$ cat src/rtl/noc_vc_input_queue.sv
// rtl/noc_vc_input_queue.sv - per-VC router input FIFOs with flow control and wormhole round-robin selection
package noc_vc_pkg;
  typedef enum logic {
    kFlowControlAckNack     = 1'b0,
    kFlowControlCreditBased = 1'b1
  } noc_flow_control_t;
endpackage

module noc_vc_input_queue
  import noc_vc_pkg::*;
#(
  parameter int                DataWidth   = 64,
  parameter int                Depth       = 4,
  parameter int                NumVc       = 2,
  parameter noc_flow_control_t FlowControl = kFlowControlCreditBased,
  localparam int               VcW         = (NumVc > 1) ? $clog2(NumVc) : 1
) (
  input  logic                 clk,
  input  logic                 rst,
  input  logic [DataWidth-1:0] data_in,
  input  logic [VcW-1:0]       vc_in,
  input  logic                 data_void_in,
  output logic [NumVc-1:0]     stop_out,
  output logic [NumVc-1:0]     credit_out,
  output logic [DataWidth-1:0] data_out,
  output logic [VcW-1:0]       vc_out,
  output logic                 data_void_out,
  input  logic                 stop_in,
  output logic                 overflow
);

  localparam int              PtrW       = (Depth > 1) ? $clog2(Depth) : 1;
  localparam int              CntW       = $clog2(Depth + 1);
  localparam logic [CntW-1:0] CntFull    = CntW'(Depth);
  localparam logic [CntW-1:0] CntStop    = CntW'(Depth - 1);
  localparam logic [PtrW-1:0] PtrLast    = PtrW'(Depth - 1);
  localparam logic [VcW-1:0]  VcLast     = VcW'(NumVc - 1);
  localparam bit              CreditMode = (FlowControl == kFlowControlCreditBased);

  // Flit storage and per-VC bookkeeping
  logic [DataWidth-1:0] mem    [NumVc][Depth];
  logic [PtrW-1:0]      wr_ptr [NumVc];
  logic [PtrW-1:0]      rd_ptr [NumVc];
  logic [CntW-1:0]      count  [NumVc];

  // Arbitration state: last served VC and the wormhole lock
  logic [VcW-1:0]   rr_ptr;
  logic [VcW-1:0]   lock_vc;
  logic             lock_valid;
  logic [NumVc-1:0] credit_q;
  logic             overflow_q;

  logic             in_valid;
  logic             in_full;
  logic             enq;
  logic [NumVc-1:0] not_empty;
  logic [NumVc-1:0] push_vec;
  logic [NumVc-1:0] pop_vec;
  logic             cand_valid;
  logic [VcW-1:0]   cand_vc;
  int               scan_idx;
  logic             deq;
  logic             flit_head;
  logic             flit_tail;

  // A flit to a full VC is dropped even if that VC pops in the same cycle
  assign in_valid = !data_void_in && (int'(vc_in) < NumVc);
  assign in_full  = in_valid && (count[vc_in] == CntFull);
  assign enq      = in_valid && !in_full;

  // Per-VC occupancy flags and push/pop strobes
  always_comb begin
    not_empty = '0;
    push_vec  = '0;
    pop_vec   = '0;
    for (int v = 0; v < NumVc; v++) begin
      not_empty[v] = (count[v] != '0);
      push_vec[v]  = enq && (vc_in == VcW'(v));
      pop_vec[v]   = deq && (cand_vc == VcW'(v));
    end
  end

  // Candidate selection: locked VC, else first non-empty VC after rr_ptr
  always_comb begin
    cand_valid = 1'b0;
    cand_vc    = lock_vc;
    scan_idx   = 0;
    if (lock_valid) begin
      cand_valid = not_empty[lock_vc];
    end else begin
      // Scan farthest-first so the nearest non-empty VC is the last assignment
      for (int off = NumVc; off >= 1; off--) begin
        scan_idx = (int'(rr_ptr) + off) % NumVc;
        if (not_empty[scan_idx]) begin
          cand_valid = 1'b1;
          cand_vc    = VcW'(scan_idx);
        end
      end
    end
  end

  assign data_out      = mem[cand_vc][rd_ptr[cand_vc]];
  assign vc_out        = cand_vc;
  assign data_void_out = !cand_valid;
  assign deq           = cand_valid && !stop_in;
  assign flit_head     = data_out[DataWidth-1];
  assign flit_tail     = data_out[DataWidth-2];

  // Flit payload write; storage needs no reset since counts gate visibility
  always_ff @(posedge clk) begin
    if (enq) begin
      mem[vc_in][wr_ptr[vc_in]] <= data_in;
    end
  end

  // Per-VC pointers and occupancy counts, wrapping explicitly at Depth-1
  always_ff @(posedge clk or negedge rst) begin
    if (!rst) begin
      for (int v = 0; v < NumVc; v++) begin
        wr_ptr[v] <= '0;
        rd_ptr[v] <= '0;
        count[v]  <= '0;
      end
    end else begin
      for (int v = 0; v < NumVc; v++) begin
        if (push_vec[v]) begin
          wr_ptr[v] <= (wr_ptr[v] == PtrLast) ? '0 : wr_ptr[v] + PtrW'(1);
        end
        if (pop_vec[v]) begin
          rd_ptr[v] <= (rd_ptr[v] == PtrLast) ? '0 : rd_ptr[v] + PtrW'(1);
        end
        case ({push_vec[v], pop_vec[v]})
          2'b10:   count[v] <= count[v] + CntW'(1);
          2'b01:   count[v] <= count[v] - CntW'(1);
          default: count[v] <= count[v];
        endcase
      end
    end
  end

  // Round-robin pointer and wormhole lock follow each dequeued flit
  always_ff @(posedge clk or negedge rst) begin
    if (!rst) begin
      rr_ptr     <= VcLast;
      lock_valid <= 1'b0;
      lock_vc    <= '0;
    end else if (deq) begin
      rr_ptr <= cand_vc;
      if (flit_tail) begin
        lock_valid <= 1'b0;
      end else if (flit_head) begin
        lock_valid <= 1'b1;
        lock_vc    <= cand_vc;
      end
    end
  end

  // Credit return pulses and the sticky overflow flag
  always_ff @(posedge clk or negedge rst) begin
    if (!rst) begin
      credit_q   <= '0;
      overflow_q <= 1'b0;
    end else begin
      credit_q <= CreditMode ? pop_vec : '0;
      if (in_full) begin
        overflow_q <= 1'b1;
      end
    end
  end

  // Ack/nack back-pressure keeps one slot free for the flit already in flight
  always_comb begin
    stop_out = '0;
    if (!CreditMode) begin
      for (int v = 0; v < NumVc; v++) begin
        stop_out[v] = (count[v] >= CntStop);
      end
    end
  end

  assign credit_out = credit_q;
  assign overflow   = overflow_q;

endmodule

$ cat config.mk
export PLATFORM = sky130hd
export DESIGN_NAME = noc_vc_input_queue
export DESIGN_NICKNAME = d
export VERILOG_FILES = /design/src/rtl/noc_vc_input_queue.sv
export SDC_FILE = /design/constraint.sdc
export NUM_CORES = 1
export LEC_CHECK = 0
export ABC_AREA = 1
export BUFFER_PORTS_ARGS = -buffer_cell sky130_fd_sc_hd__buf_2
export CORE_ASPECT_RATIO = 2
export CORE_MARGIN = 1
export CORE_UTILIZATION = 60
export CTS_BUF_LIST = sky130_fd_sc_hd__clkbuf_16
export DETAILED_ROUTE_END_ITERATION = 8
export GPL_TIMING_DRIVEN = 0
export PLACE_DENSITY = 0.79
export SYNTH_ARGS = -nofsm -noshare
export SYNTH_HDL_FRONTEND = slang
export SYNTH_SLANG_ARGS = --single-unit
$ cat constraint.sdc
create_clock -name clk -period 9.5 [get_ports clk]
set_clock_uncertainty 0.1 [all_clocks]
set_input_delay 1.425 -clock clk [delete_from_list [all_inputs] [get_ports clk]]
set_output_delay 1.425 -clock clk [all_outputs]
set_load 0.05 [all_outputs]
== Word-level counts from Yosys, hierarchy flattened ==
Memory sizes are Yosys's and may differ from the RTL's.
Index checks and enable logic that the tools add are counted.

* $add $sub $neg: 10
* Multipliers: 0
* Div/mod/pow operators: 0
* Order comparisons: 8
* Equality and inequality tests: 9
* Shift operators: 0
* Muxes and demuxes: 38
* Bitwise logic cells: 9
* Reduce and logical (&&, ||, !) cells: 19

{| class="wikitable"
|+ Operators with widths
! kind !! count
|-
| $mux W256 || 1
|-
| $mux W64 || 3
|-
| $bmux W64 S2 || 1
|-
| $demux W64 S2 || 1
|-
| $mux W2 || 10
|-
| $mux W1 || 17
|-
| $eq A2 B2 Y1 const B || 6
|-
| $pmux W3 S2 || 2
|-
| $mux W3 || 3
|-
| $add A2 B1 Y2 const B || 4
|-
| $logic_and A1 B1 Y1 || 8
|-
| $add A3 B1 Y3 const B || 2
|-
| $ge A3 B3 Y1 const B || 2
|-
| $lt A2 B3 Y1 const B || 2
|-
| $not A2 Y3 || 2
|-
| $reduce_bool A2 Y1 || 3
|-
| $reduce_bool A3 Y1 || 2
|-
| $sub A3 B1 Y3 const B || 2
|-
| $eq A2 B1 Y1 const B || 2
|-
| $ge A2 B2 Y1 const B || 2
|-
| $logic_not A1 Y1 || 4
|-
| $not A1 Y2 || 2
|-
| $eq A3 B3 Y1 const B || 1
|-
| $lt A3 B1 Y1 const B || 1
|-
| other kinds (6) || 10
|}

* Flip-flop bits (word level): 20
* Latch bits: 0
* Bits in writable memories: 512
* ROM bits: 0
* Input bits: 69
* Output and inout bits: 71
* Word-level logic and storage cells: 105
* Memories: 1

{| class="wikitable"
|+ Memory list
! memory !! words !! width !! rd ports !! clocked after memory_dff !! write ports !! line !! source
|-
| mem || 2 || 256 || 1 || 0 || 1 || 41 || <nowiki>logic [DataWidth-1:0] mem [NumVc][Depth];</nowiki>
|}

== Longest topological paths before layout ==
* Depth in word-level cells: 18
* Gate-level depth with buffers: 17

== Least setup slack after synthesis ==
OpenSTA, ideal clock, no wires.

* Path type: input to register
* From: in vc_in
* To: mem mem[0][0] (netlist bit), enable pin
* Library setup time: 0.565 ns
* Arrival time: 6.504 ns
* Required time: 8.835 ns
* Slack: 2.330 ns
* Stages: 5
* Path buffers: 1
* Path through: clkbuf_1 > inv_1 > o21ai_0 > inv_1 > nor3_1

* Word-level cells in the longest chain between the ends: 10

{| class="wikitable"
|+ Ends and longest elaborated chain
! what !! line !! source
|-
| from (decl) || 21 || <nowiki>input logic [VcW-1:0] vc_in,</nowiki>
|-
| $not A1 Y2 (implied by the code) || 68, 112 ||
|-
| $mux W2 (implied by the code) / $mux W3 (equally long branches) (3 in series) || 112, 68 ||
|-
| $not A2 Y3 (implied by the code) / $eq A3 B3 Y1 (equally long branches) || 112, 68 ||
|-
| $ge A3 B3 Y1 (implied by the code), or another cell as far along || 112 || <nowiki>mem[vc_in][wr_ptr[vc_in]] <= data_in;</nowiki>
|-
| $logic_and A1 B1 Y1 (implied by the code) / $logic_not A1 Y1 (equally long branches) || 112, 69 ||
|-
| $mux W64 (implied by the code) / $logic_and A1 B1 Y1 (equally long branches) || 112, 69 ||
|-
| $demux W64 S2 / $mux W1 (equally long branches) || 112, 111 ||
|-
| $mux W256 (implied by the code) || 112 ||
|-
| to (decl) || 41 ||
|}

Parallel ways exist; a longest one is shown, timed or not. The select of a mux whose other input is x is not followed.

== Worst setup path in the final report ==
* From: reg count[0] (netlist bit)
* To: out data_out[46]

* Word-level cells in the longest chain between the ends: 15

{| class="wikitable"
|+ Ends and longest elaborated chain
! what !! line !! source
|-
| from (decl) || 44 || <nowiki>logic [CntW-1:0] count [NumVc];</nowiki>
|-
| from (signal, indexed assignment) || 133 || <nowiki>2'b10: count[v] <= count[v] + CntW'(1);</nowiki>
|-
| from (signal, indexed assignment) || 134 || <nowiki>2'b01: count[v] <= count[v] - CntW'(1);</nowiki>
|-
| from (signal, indexed assignment) || 135 || <nowiki>default: count[v] <= count[v];</nowiki>
|-
| $reduce_bool A3 Y1 * || 77 || <nowiki>not_empty[v] = (count[v] != '0);</nowiki>
|-
| $mux W1 (implied by the code) (3 in series) || 94 || <nowiki>if (not_empty[scan_idx]) begin</nowiki>
|-
| $mux W1 || 94 ||
|-
| $mux W1 * || 94 ||
|-
| $mux W1 * || 88 || <nowiki>if (lock_valid) begin</nowiki>
|-
| $not A1 Y2 (implied by the code) || 102 || <nowiki>assign data_out = mem[cand_vc][rd_ptr[cand_vc]];</nowiki>
|-
| $mux W2 (implied by the code) (3 in series) || 102 ||
|-
| $not A2 Y3 (implied by the code) || 102 ||
|-
| $bmux W64 S2 * || 102 ||
|-
| $mux W64 (implied by the code) * (2 in series) || 102 ||
|-
| to (decl) || 25 || <nowiki>output logic [DataWidth-1:0] data_out,</nowiki>
|}

Every way passes the cells marked *; elsewhere a longest branch is shown, timed or not. The select of a mux whose other input is x is not followed.

==> impl_metrics.toml <==
[global_route]
grt_use_total_pct = 32.4
grt_overflow_total = 0
grt_pass1_wl_mm = 84.2
grt_pass1_vias = 14400
antenna_found_initial = 11
grt_max_degree = 26

[timing]
relSlewSlack_pct = 33.8
fin_setup_tns_ns = 0
hold_violations = 0
fin_crit_ns = 4.83
tightest_slew_ns = 0.988
finalMaxSlewViolations = 0
finalSetupViolCount = 0
rsz0062_at_grt = "no"
fin_crit_sh_pct = 50.8
max_freq_ghz = 0.207

[die]
dieWidth_um = 135
die_h_um = 268
dieArea_um2 = 36200
rows = 97
coreArea_um2 = 35000
start_util_pct = 60.7
io_pins = 140

[setup_path]
crit_chain = "nor2_2 > nand2_1 > nand2_2 > nand3_4 > nand2_2 > buf_6 > nand2_1 > nand2_1 > clkbuf_1 > a31oi_1 > a22o_1 > buf_2"
reg2reg_slack_ns = 5.88
cp-start-kind = "register"
slowest_delay_ns = 0.71
worstSetupPathType = "register to primary output"
crit_required_ns = 7.98
endpoint_kind = "primary output"
slowest_stage = "clkbuf_1"
cp_max_fo = 10
cp.arrival_ns = 3.30
cpMostUsedCell = "nand2_1"

[logic_synthesis]
synth-compound-area-share_pct = 6.74
synthSimpleGateAreaFrac_pct = 14.0
ys_ff_latch = 532
synth_area_um2 = 21200
synthAdderAreaFrac_pct = 0.542
ys_seq_area_share_pct = 74.8
muxShareOfSynthArea_pct = 0.0530
synth.distinct_cells = 34
yosysWarnings = 0
syn_area_per_cell_um2 = 13.2
syn-instance-count = 1608
synthXorXnorAreaFrac_pct = 0.165
synth_top_family_by_area = "simple AND/OR/NAND/NOR gates"

[clocking]
insertion_delay_ns = 0.56
clock_sinks = 532
htree_levels = 2
cts-resized-gates = 0
post_cts_buffers = 0
cts-hold-fix-buffers = 0
clockBufferDepth = 3
cts_buffers = 43
clk_pin_slew_worst_paths_ns = 0.07
cts-root-buf = "clkbuf_16"
cts_tree = "built"

[placement]
gp_congestion = 0.833
portBuffers = 137
dp_hpwl_mm = 38.0

[run_status]
failed_checks = "design-rule violations"
status = "finished with violations"

[route]
ant_nets = 0
drc = 10
drt_iter0_drc = 1681
firstDrtPassIters = 9
vias = 14600
wl_per_cell_um = 24.9
wl_mm = 57.9
viasPerCell = 6.26

[cells_and_area]
postLayoutCoreUtil_pct = 70.6
drive_gt1_share_pct = 19.9
fillers = 2252
layout.cells.most_common = "nand2_1"
layout_common_cells = "nand2_1, edfxtp_1, buf_2"
finalNetCount = 1918
multi_input_area_um2 = 4610
seq_area_um2 = 15900
area_delta_synth_final_pct = 16.2

[hold_path]
holdCritPathClass = "register to register"

[flow_run]
cap_violations = 0
## through the flow
stage / worst slack, ns / instances / area [um^2] / hold WS, ns
finish: 4.67 / 2328 / 24700 / 0.355
global route: 4.44 / 2327 / 24700 / 0.387
CTS: 4.65 / 2319 / 24700 / 0.359
detailed placement: 5.04 / 2241 / 23100 / 0.344
global placement: -2.44 / 2191 / 22500 / 0.335
floorplan: 2.33 / 1609 / 21200 / 0.342
## final cells by class
| cell class | count | area share [%] |
|---|---|---|
| flip-flops and latches | 532 | 64.3 |
| multi-input cells | 947 | 18.7 |
| repair buffers | 187 | 5.19 |
| clock buffers | 45 | 4.56 |
| plain buffers | 102 | 2.79 |
| well taps | 445 | 2.26 |
| clock inverters | 33 | 1.66 |
| inverters | 28 | 0.426 |
| diodes | 9 | 0.0913 |
## worst max-delay path, delay by kind of cell, from the launching register on
family	cells	cell delay, ns
flops	1	0.41
compound gates	2	0.43
buf+inv	3	1.11
simple gates	7	0.79
## state kept, by name, summed over array words and instances, names as in the netlist
register	cells
mem	512
count	6
rd_ptr	4
wr_ptr	4
credit_out	2
lock_valid	1
lock_vc	1
overflow	1
rr_ptr	1
## synthesized netlist by cell type
cell type | count | share of area (%)
a21o_1 | 2 | 0.071
a21oi_1 | 4 | 0.094
a22o_1 | 62 | 2.6
a31oi_1 | 124 | 3.7
buf_2 | 41 | 0.97
buf_4 | 36 | 1.3
buf_6 | 16 | 0.85
clkbuf_1 | 9 | 0.16
conb_1 | 1 | 0.018
dfrtp_1 | 19 | 2.2
dfstp_2 | 1 | 0.12
edfxtp_1 | 512 | 72
fa_1 | 2 | 0.19
ha_1 | 6 | 0.35
inv_1 | 26 | 0.46
inv_2 | 2 | 0.035
mux2_2 | 1 | 0.053
nand2_1 | 549 | 9.7
nand2_2 | 5 | 0.15
nand2_4 | 2 | 0.11
nand3_1 | 140 | 3.3
nand3_2 | 1 | 0.047
nand3_4 | 1 | 0.083
nand3b_1 | 1 | 0.035
nor2_1 | 18 | 0.32
nor2_2 | 2 | 0.059
nor3_1 | 7 | 0.16
o21ai_0 | 10 | 0.24
o21ai_1 | 1 | 0.024
o21ai_2 | 1 | 0.041
o22ai_1 | 1 | 0.029
o31ai_1 | 1 | 0.035
xnor2_1 | 2 | 0.083
xor2_1 | 2 | 0.083
## cell families (layout without fill, tap and decap cells)
group / Yosys count / in the layout
flops: 532 / 532
compound gates: 206 / 206
mux: 1 / 1
simple gates: 726 / 726
buf+inv: 130 / 395
other cells: 1 / 11
xor+xnor: 4 / 4
fa+ha+maj: 8 / 8
## routing by layer
metal  track usage [%]  wire length, um  vias to the layer above
li1                  -                -                     6295
met1              35.7            18800                     7050
met2              57.2            30500                     1006
met3              4.94             5140                      226
met4              22.1             3400                        6
met5                 0               41                        -
## final timing paths
check / from / endpoint / depth (start not counted)
setup / recovery: count[0] / data_out[46] / 12
hold / removal: overflow / overflow / 1
setup reg to reg: count[0] / count[5] / 15
hold reg to reg: overflow / overflow / 1
max in group asynchronous: rst / rr_ptr / 1
min in group asynchronous: rst / wr_ptr[3] / 1
Power is not shown: default switching activity piles up to over one toggle a cycle in this logic, so the estimate is an artifact.
